## config.mk

```make
export PLATFORM = sky130hd
export DESIGN_NAME = rule110_frame_rx
export DESIGN_NICKNAME = d
export VERILOG_FILES = /design/src/rtl/rule110_frame_rx.sv
export SDC_FILE = /design/constraint.sdc
export NUM_CORES = 1
export LEC_CHECK = 0
export ABC_CLOCK_PERIOD_IN_PS = 3500
export BUFFER_PORTS_ARGS = -buffer_cell sky130_fd_sc_hd__buf_2
export CAP_MARGIN = 5
export CORE_MARGIN = 2
export CORE_UTILIZATION = 45
export CTS_CLUSTER_DIAMETER = 40
export DETAILED_ROUTE_END_ITERATION = 6
export GPL_TIMING_DRIVEN = 0
export PLACE_DENSITY = 0.66
export SLEW_MARGIN = 20
export SYNTH_ARGS = -nofsm -noshare
export SYNTH_HDL_FRONTEND = slang
export SYNTH_SLANG_ARGS = --single-unit
```

## constraint.sdc

```tcl
create_clock -name clk -period 3.5 [get_ports clk]
set_clock_uncertainty 0.2 [all_clocks]
set_input_delay 0.7 -clock clk [delete_from_list [all_inputs] [get_ports clk]]
set_output_delay 0.7 -clock clk [all_outputs]
set_load 0.1 [all_outputs]
```

## src/rtl/rule110_frame_rx.sv

```systemverilog
// Reassembles MSW-first word streams into rows and checks each row against the Rule 110 successor of the previous row.
// Latency: last word accepted in cycle T -> row_valid/row_o/match in cycle T+2.
// Backpressure: none, always accepts; stray or restarting words raise a one-cycle frame_err.
module rule110_frame_rx #(
    parameter int WORD_W  = 16,
    parameter int N_WORDS = 16,
    localparam int ROW_W  = WORD_W * N_WORDS,
    localparam int IDX_W  = (N_WORDS > 1) ? $clog2(N_WORDS) : 1
) (
    input  logic              clk,
    input  logic              rst_n,
    input  logic [WORD_W-1:0] word_in,
    input  logic              word_valid,
    input  logic              frame_start,
    output logic [ROW_W-1:0]  row_o,
    output logic              row_valid,
    output logic              match,
    output logic [15:0]       gen_cnt,
    output logic [7:0]        mismatch_cnt,
    output logic              frame_err
);

    typedef enum logic [1:0] {IDLE, RECV, CHECK} state_t;

    state_t             state;
    logic [IDX_W-1:0]   idx;
    logic [ROW_W-1:0]   buffer;
    logic [ROW_W-1:0]   prev;
    logic               first;

    logic [ROW_W-1:0]   hi;
    logic [ROW_W-1:0]   lo;
    logic [ROW_W-1:0]   succ;
    logic               row_ok;

    // Neighbours shifted in with zeros at both row ends.
    assign hi     = prev >> 1;
    assign lo     = prev << 1;
    assign succ   = (prev & ~(hi & lo)) | (~prev & lo);
    assign row_ok = first || (buffer == succ);

    always_ff @(posedge clk or negedge rst_n) begin
        if (!rst_n) begin
            state        <= IDLE;
            idx          <= '0;
            buffer       <= '0;
            prev         <= '0;
            row_o        <= '0;
            row_valid    <= 1'b0;
            match        <= 1'b0;
            gen_cnt      <= '0;
            mismatch_cnt <= '0;
            frame_err    <= 1'b0;
            first        <= 1'b1;
        end else begin
            row_valid <= 1'b0;
            frame_err <= 1'b0;
            case (state)
                IDLE: begin
                    if (word_valid) begin
                        if (frame_start) begin
                            buffer[ROW_W-1 -: WORD_W] <= word_in;
                            idx                       <= IDX_W'(1);
                            state                     <= RECV;
                        end else begin
                            frame_err <= 1'b1;
                        end
                    end
                end
                RECV: begin
                    if (word_valid) begin
                        if (frame_start) begin
                            // Restart: the new word becomes word 0 of a fresh frame.
                            frame_err                 <= 1'b1;
                            buffer[ROW_W-1 -: WORD_W] <= word_in;
                            idx                       <= IDX_W'(1);
                        end else begin
                            buffer[ROW_W-1-int'(idx)*WORD_W -: WORD_W] <= word_in;
                            if (idx == IDX_W'(N_WORDS-1)) begin
                                idx   <= '0;
                                state <= CHECK;
                            end else begin
                                idx <= idx + IDX_W'(1);
                            end
                        end
                    end
                end
                CHECK: begin
                    state     <= IDLE;
                    row_o     <= buffer;
                    prev      <= buffer;
                    row_valid <= 1'b1;
                    match     <= row_ok;
                    gen_cnt   <= gen_cnt + 16'd1;
                    first     <= 1'b0;
                    if (!row_ok && mismatch_cnt != 8'hFF)
                        mismatch_cnt <= mismatch_cnt + 8'd1;
                    if (word_valid && frame_start)
                        frame_err <= 1'b1;
                end
                default: state <= IDLE;
            endcase
        end
    end

endmodule

```

# Yosys cells after proc, flatten, opt, wreduce, memory -nomap -nowiden
# Index checks and enable logic that the tools add are counted.
# W data, S select, Z words.
[word_totals] regBits=546 in_bits=20 out_inout_bits=283
[classes] add_sub_neg=5 n_reduce_logical=10 n_bitwise=7 shift=2 mux=26 eq_ne=10
[ops] op="$and A256 B256 Y256" count=2
[ops] op="$not A256 Y256" count=2
[ops] op="$shift A16 B33 Y271 const A" count=1
[ops] op="$shiftx A16 B33 Y271" count=1
[ops] op="$and A255 B256 Y256" count=1
[ops] op="$bwmux W256" count=1
[ops] op="$eq A256 B256 Y1" count=1
[ops] op="$mux W256" count=1
[ops] op="$or A256 B256 Y256" count=1
[ops] op="$mux W240" count=1
[ops] op="$mux W16" count=3
[ops] op="$neg A9 Y33" count=1
[ops] op="$pmux W16 S2" count=1
[ops] op="$mux W4" count=5
[ops] op="$add A16 B1 Y16 const B" count=1
[ops] op="$mux W2" count=5
[ops] op="$ne A2 B2 Y1 const B" count=5
[ops] op="$sub A8 B8 Y9 const A" count=1
[ops] op="$add A8 B1 Y8 const B" count=1
[ops] op="$ne A8 B8 Y1 const B" count=1
[ops] op="$pmux W4 S2" count=1
[ops] op="$mux W1" count=6
[ops] op="$reduce_and A5 Y1" count=1
[ops] op="$add A4 B1 Y4 const B" count=1
[ops] op="14 further kinds" count=15

# Longest topological paths before layout
# Gate-level depths: netlist (run 1).
[logic_depth] ltp_word=9 mapped_depth=10 depth_no_buf=9

# Worst setup path before layout (run 1)
# OpenSTA, ideal clock, no wires.
[synth_timing] path_kind="register to register" start="register prev[114]" end="register mismatch_cnt[1]" stages_incl_launch_ff=11 setup_ps=126 t_required_ps=3174 period_less_slack_ps=3781 setup_slack_ps=-281 t_arrival_ps=3454 path_cell_list="dfrtp_1 buf_2 and3_1 nor3_1 a211o_1 or4_1 nor4_1 nand4_1 nor4_4 nor3_2 mux2_4"
[synth_between] elab_chain_len=9
[synth_rtl] item="from (decl)" line="28" rtl="logic [ROW_W-1:0] prev;"
[synth_rtl] item="from (signal assigned)" line="91" rtl="prev <= buffer;"
[synth_rtl] item="$and A255 B256 Y256" line="39" rtl="assign succ = (prev & ~(hi & lo)) | (~prev & lo);"
[synth_rtl] item="$not A256 Y256" line="39"
[synth_rtl] item="$and A256 B256 Y256" line="39"
[synth_rtl] item="$or A256 B256 Y256 (*)" line="39"
[synth_rtl] item="$eq A256 B256 Y1 (*)" line="40" rtl="assign row_ok = first || (buffer == succ);"
[synth_rtl] item="$logic_or A1 B1 Y1 (*)" line="40"
[synth_rtl] item="$logic_not A1 Y1 (*)" line="96" rtl="if (!row_ok && mismatch_cnt != 8'hFF)"
[synth_rtl] item="$logic_and A1 B1 Y1 (*)" line="96"
[synth_rtl] item="$reduce_and A2 Y1 (no line) (*)"
[synth_rtl] item="to (signal assigned)" line="97" rtl="mismatch_cnt <= mismatch_cnt + 8'd1;"
[synth_rtl] item="to (decl)" line="19" rtl="output logic [7:0] mismatch_cnt,"
# Mark *: on every way between the ends. The rest lies on a longest branch, timed or not.
# A chain may end at the register's enable or synchronous reset.

# Worst setup path after layout (run 1)
[layout_timing] start="register state[1]" end="register prev[31]"
[layout_between] elab_chain_len=1
[layout_rtl] item="from (decl)" line="25" rtl="state_t state;"
[layout_rtl] item="from (signal assigned)" line="44" rtl="state <= IDLE;"
[layout_rtl] item="from (signal assigned)" line="64" rtl="state <= RECV;"
[layout_rtl] item="from (signal assigned)" line="81" rtl="state <= CHECK;"
[layout_rtl] item="$eq A2 B2 Y1" line="58" rtl="case (state)"
# No other way between the ends.

==> metrics.cfg, run 1 <==
[run_status]
outcome = finished with violations
violations = setup timing

[worst_hold_path]
hp-class = in2reg
worst_hold_startpoint = word_valid
hold_end = idx[1]
whs_path_depth = 3

[routing]
route.detailed.drc = 0
drtIter0Drc = 3896
first_pass_iters = 6
drt-total-wl_mm = 159
wire_per_inst_um = 39.1
ant_nets = 0
vias = 27771
viasPerCell = 6.85

[timing]
hold_violations = 0
rsz0062_at_grt = yes
tightestPinTransition_ns = 1.23
slew_violations = 0
worst_slack_ns = -0.183
fmax_mhz = 271
period_share = 1.05
worst_hold_slack_ns = 0.167
timing.slew.headroom = 0.175
period_needed_ns = 3.68
fin_tns_setup_ns = -5.09
setup_viol = 48

[clocking]
cts_tree = yes
numCtsBuffers = 82
clockBufferDepth = 3
cts_num_sinks = 546
path_clk_slew_ns = 0.06
clockRootBuffer = clkbuf_16
clk_latency_ns = 0.64
cts-htree-levels = 3

[worst_setup_path]
endpoint_kind = flip-flop
r2r-start = state[1]
critical_path_class = reg2reg
r2r_end = prev[31]
reg2reg_slack_ns = -0.18
cp-start-kind = flip-flop
critPathMaxFanout = 10
reg2regPathDepth = 4
critPathArrivalTime_ns = 3.99
critPathRequiredTime_ns = 3.81

[placement]
gp_congestion = 1.12
port_buffers = 302
placed_cell_area_mm2 = 0.0302
hpwl_mm = 126
pre_cts_ws_ns = -1.56

[floorplan]
die_area_mm2 = 0.0631
core-area_mm2 = 0.0604
chipWidth_um = 251
initial_core_util = 0.456
fp.dieH_um = 251
io_pins = 303
num_rows = 90

[power_and_ir_drop]
p_clk_frac = 0.473
p_leak_nw = 15.7
p_per_area_mw_per_mm2 = 536
sw_frac_of_total = 0.308
seq_power_share = 0.401
ir_drop_uv = 469
internal_power_w = 0.0126
power_switching_w = 0.00559
power_frac_comb = 0.126

[synth]
avgSynthCellArea_um2 = 9.84
yosys_warnings = 0
synth_fp_nets = 2827
syn_inst = 2798
seq_area_frac_synth = 0.497
synth_cell_types = 66
synth_top_area_frac = 0.496
synth_seq_cells = 546
synth_edf_count = 0
ys.flop_type = dfrtp_1
synth_largest_area_cell = dfrtp_1
synth_area_leaders = dfrtp_1 50%, mux2_2 10%, o21ai_0 6.7%, nand2_1 5.6%, and3_1 2.9%
synth_area_mm2 = 0.0275
async_reset_ff_frac = 1.00

[final_layout]
design_area_mm2 = 0.0339
mostFrequentLayoutCell = dfrtp_1
fillers = 5147
drive_gt1_frac = 0.278
final_nets = 3224
syn_to_final_growth_pct = 23.3
layout_common_cells = 462 x dfrtp_1, 407 x nand2_1, 357 x o21ai_0

[flow_run]
max_cap_violations = 0

[grt]
grt_max_degree = 107
grt_use_total = 0.498
first_global_vias = 26022
overflow = 0
grt_pass1_wl_mm = 214
antenna_found_initial = 16

==> through the flow <==
| stage | total power, W | util | cells |
|---|---|---|---|
| floorplan | 0.00808 | - | 2798 |
| global placement | 0.00933 | 0.498 | 3882 |
| detailed placement | 0.00940 | 0.501 | 3887 |
| CTS | 0.0180 | 0.557 | 4041 |
| global route | 0.0185 | 0.562 | 4045 |
| finish | 0.0182 | 0.562 | 4054 |
==> routing by layer <==
| metal | share of wire | track usage |
|---|---|---|
| met5 | 0.0010 | 0 |
| met3 | 0.13 | 0.164 |
| met4 | 0.085 | 0.349 |
| met1 | 0.36 | 0.628 |
| met2 | 0.42 | 0.722 |
==> power groups by stage <==
stage               sequential, W  combinational (W)  clock (W)
floorplan                 0.00702            0.00106          0
global placement          0.00732            0.00201          0
detailed placement        0.00733            0.00207          0
CTS                       0.00724            0.00217    0.00858
global route              0.00728            0.00237    0.00885
finish                    0.00729            0.00228    0.00861
==> layout make-up <==
class	count	area, µm²	share of cell area
diodes	10	25.0	0.000738
plain buffers	91	347	0.0102
multi-input cells	2113	13900	0.411
inverters	23	86.3	0.00254
flip-flops and latches	546	13800	0.406
clock buffers	103	2220	0.0655
clock inverters	48	639	0.0188
repair buffers	338	1930	0.0568
well taps	782	978	0.0288
==> worst max path at each step <==
stage	from	endpoint	slack [ns]	depth (start not counted)
floorplan	prev[33]	mismatch_cnt[1]	0.00001	9
global placement	rst_n	prev[65]	-10.22	1
detailed placement	prev[214]	mismatch_cnt[1]	-1.56	10
CTS	prev[107]	mismatch_cnt[1]	-0.02	10
global route	prev[21]	mismatch_cnt[1]	-0.20	11
finish	state[1]	prev[31]	-0.18	4
==> critical path, stage by stage (launching register included) <==
cell and delay (ns):
dfrtp_1 0.43, nor2b_2 0.84, clkbuf_2 0.70, clkbuf_1 0.93, mux2_2 0.42
==> cells in the mapped netlist (26+ instances only) <==
cell type  count
a21oi_1       29
a22o_1        35
a22oi_1       49
and3_1       127
clkbuf_1     113
dfrtp_1      545
mux2_2       252
nand2_1      407
nand3_1      115
nand4_1       79
nor2_1       164
nor3_1        64
nor4_1        29
o21ai_0      369
o32ai_1       26
xnor2_1       56
xor2_1        88
==> logic make-up after synthesis <==
group           count (synthesis)  share of synthesized area
mux                           254                      0.104
compound gates                644                      0.145
xor+xnor                      144                     0.0458
flops                         546                      0.497
buf+inv                       139                     0.0191
fa+ha+maj                       9                    0.00409
simple gates                 1062                      0.185
==> flip-flops by register name, indices dropped and copies added (netlist names) <==
name          count
state             2
idx               4
prev            256
buffer          256
row_valid         1
frame_err         1
gen_cnt          16
first             1
mismatch_cnt      8
match             1
==> timing repair <==
item,4_1_cts,5_1_grt
resized for setup,124,61
pin swaps,13,9
setup endpoints to repair,9,37
setup buffers,20,10
endpoints found under the hold margin,76,0
hold buffers,1,0
Note: power is estimated with default switching activity, not from simulation.
==> run 2: changes to the inputs <==
==> constraint.sdc (replaced) <==
create_clock -name clk -period 3.5 [get_ports clk]
set_clock_uncertainty 0.2 [all_clocks]
set_input_delay 0.7 -clock clk [delete_from_list [all_inputs] [get_ports clk]]
set_output_delay 0.7 -clock clk [all_outputs]
set_load 0.01 [all_outputs]
==> run 2 against run 1 <==
  * The run ends with DRC, setup timing left
  * Sequential power barely moved
  * Hold slack got worse by 0.016 ns
  * Routed wire length about the same
  * Highest routed layer unchanged
==> metrics.cfg, run 2 (same netlist as run 1, synthesis figures left out) <==
[routing]
first_pass_iters = 7  ; was 6
viasPerCell = 6.87  ; was 6.85
route.detailed.drc = 5  ; was 0
drtIter0Drc = 4075  ; was 3896
drt-total-wl_mm = 159  ; about the same
vias = 27713  ; was 27771
wire_per_inst_um = 39.3  ; was 39.1 µm
ant_nets = 0  ; unchanged

[grt]
grt_max_degree = 106  ; was 107
grt_use_total = 0.498  ; about the same
overflow = 0  ; unchanged
antenna_found_initial = 20  ; was 16
first_global_vias = 25534  ; was 26022
grt_pass1_wl_mm = 213  ; was 214 mm

[floorplan]
num_rows = 90  ; unchanged
io_pins = 303  ; unchanged
initial_core_util = 0.456  ; unchanged
core-area_mm2 = 0.0604  ; unchanged
fp.dieH_um = 251  ; unchanged
die_area_mm2 = 0.0631  ; unchanged
chipWidth_um = 251  ; unchanged

[final_layout]
mostFrequentLayoutCell = dfrtp_1  ; unchanged
multiInputGateArea_mm2 = 0.0139  ; about the same
drive_gt1_frac = 0.270  ; was 0.278
fillers = 5211  ; was 5147
layout_common_cells = 473 x dfrtp_1, 407 x nand2_1, 354 x o21ai_0  ; was 462 x dfrtp_1, 407 x nand2_1, 357 x o21ai_0
register_area_mm2 = 0.0138  ; about the same
final_nets = 3206  ; was 3224
largest_registers = buffer x256, prev x256, gen_cnt x16  ; unchanged
syn_to_final_growth_pct = 22.3  ; was 23.3%

[power_and_ir_drop]
sw_frac_of_total = 0.315  ; was 0.308
power_frac_comb = 0.127  ; was 0.126
seq_power_share = 0.407  ; was 0.401
p_per_area_mw_per_mm2 = 534  ; was 536 mW/mm²
power_switching_w = 0.00567  ; was 0.00559 W
p_clk_frac = 0.466  ; was 0.473
ir_drop_uv = 538  ; was 469 µV
internal_power_w = 0.0123  ; was 0.0126 W
p_total_w = 0.0180  ; was 0.0182 W
p_leak_nw = 15.6  ; was 15.7 nW

[timing]
slew_violations = 0  ; unchanged
setup_viol = 19  ; was 48
period_needed_ns = 3.69  ; was 3.68 ns
hold_violations = 0  ; unchanged
period_share = 1.06  ; was 1.05
timing.slew.headroom = 0.179  ; was 0.175
fmax_mhz = 271  ; about the same
rsz0062_at_grt = yes  ; unchanged
worst_slack_ns = -0.194  ; was -0.183 ns
tightestPinTransition_ns = 1.23  ; about the same

[placement]
port_buffers = 302  ; unchanged
hpwl_mm = 127  ; was 126 mm
gp_congestion = 1.13  ; was 1.12
pre_cts_ws_ns = -1.27  ; was -1.56 ns

[worst_hold_path]
hp-class = in2reg  ; unchanged
whs_path_depth = 3  ; unchanged

[worst_setup_path]
critPathRequiredTime_ns = 3.83  ; was 3.81 ns
critPathArrivalTime_ns = 4.03  ; was 3.99 ns
critPathMaxFanout = 9  ; was 10
endpoint_kind = flip-flop  ; unchanged
reg2regPathDepth = 9  ; was 4
cp-start-kind = flip-flop  ; unchanged
critical_path_class = reg2reg  ; unchanged
reg2reg_slack_ns = -0.19  ; was -0.18 ns

[flow_run]
max_cap_violations = 0  ; unchanged

[clocking]
cts_num_sinks = 546  ; unchanged
clockBufferDepth = 3  ; unchanged
path_clk_slew_ns = 0.06  ; about the same
clockRootBuffer = clkbuf_16  ; unchanged
cts_tree = yes  ; unchanged
clk_latency_ns = 0.66  ; was 0.64 ns
cts-htree-levels = 3  ; unchanged
numCtsBuffers = 80  ; was 82

[run_status]
outcome = finished with violations  ; unchanged
violations = DRC, setup timing  ; was setup timing

-- run 2: power by group through the flow --
| stage | clock, W | combinational (W) | sequential, W |
|---|---|---|---|
| global route | 0.00860 | 0.00237 | 0.00730 |
| CTS | 0.00834 | 0.00218 | 0.00726 |
| finish | 0.00837 | 0.00228 | 0.00732 |
| global placement | 0 | 0.00200 | 0.00734 |
| detailed placement | 0 | 0.00205 | 0.00735 |
| floorplan | 0 | 0.00106 | 0.00699 |
-- run 2: final timing paths --
| check | from | endpoint |
|---|---|---|
| hold reg to reg | gen_cnt[15] | gen_cnt[15] |
| hold / removal | word_valid | idx[1] |
| min in group asynchronous | rst_n | prev[10] |
| setup reg to reg | prev[45] | mismatch_cnt[1] |
| max in group asynchronous | rst_n | prev[244] |
| setup / recovery | prev[45] | mismatch_cnt[1] |
-- run 2: metal layers --
layer,up-vias,GRT usage,part of all wire
met3,545,0.180,0.13
met5,-,0,0.00089
li1,11048,-,-
met4,18,0.350,0.088
met1,13884,0.628,0.36
met2,2218,0.710,0.41
-- run 2: metrics by stage --
stage	setup TNS [ns]	instances	cell area, µm²	hold WS (ns)	utilization
after floorplan	0	2798	27500	0.204	-
after global placement	-5030.00	3882	30000	0.256	0.497
after detailed placement	-10.42	3888	30200	0.271	0.500
after CTS	-0.0126	4027	33500	0.145	0.555
after global routing	-0.103	4024	33600	0.198	0.557
final	-0.973	4035	33600	0.150	0.557
-- run 2: cell type report --
cell class                      instances  share of cell area
Antenna cell                           11            0.000818
Buffer                                 90              0.0104
Clock buffer                           88              0.0622
Clock inverter                         59              0.0206
Inverter                               23             0.00257
Multi-Input combinational cell       2113               0.412
Sequential cell                       546               0.409
Tap cell                              782              0.0291
Timing Repair Buffer                  323              0.0533
-- run 2: what timing repair did --
action	in CTS	in global routing
setup endpoints to repair	15	9
pin swaps	11	6
buffers inserted	12	2
hold buffers	1	0
gates resized for setup	152	38
endpoints found under the hold margin	87	0
-- run 2: worst max-delay path, cell delays in order (launching register included) --
cell	delay, ns
dfrtp_1	0.51
o211ai_1	0.58
nand4_1	0.36
nor4_2	0.32
nor4b_4	0.33
nand4_1	0.39
nor4_4	0.31
buf_12	0.17
nor3_2	0.06
mux2_4	0.30
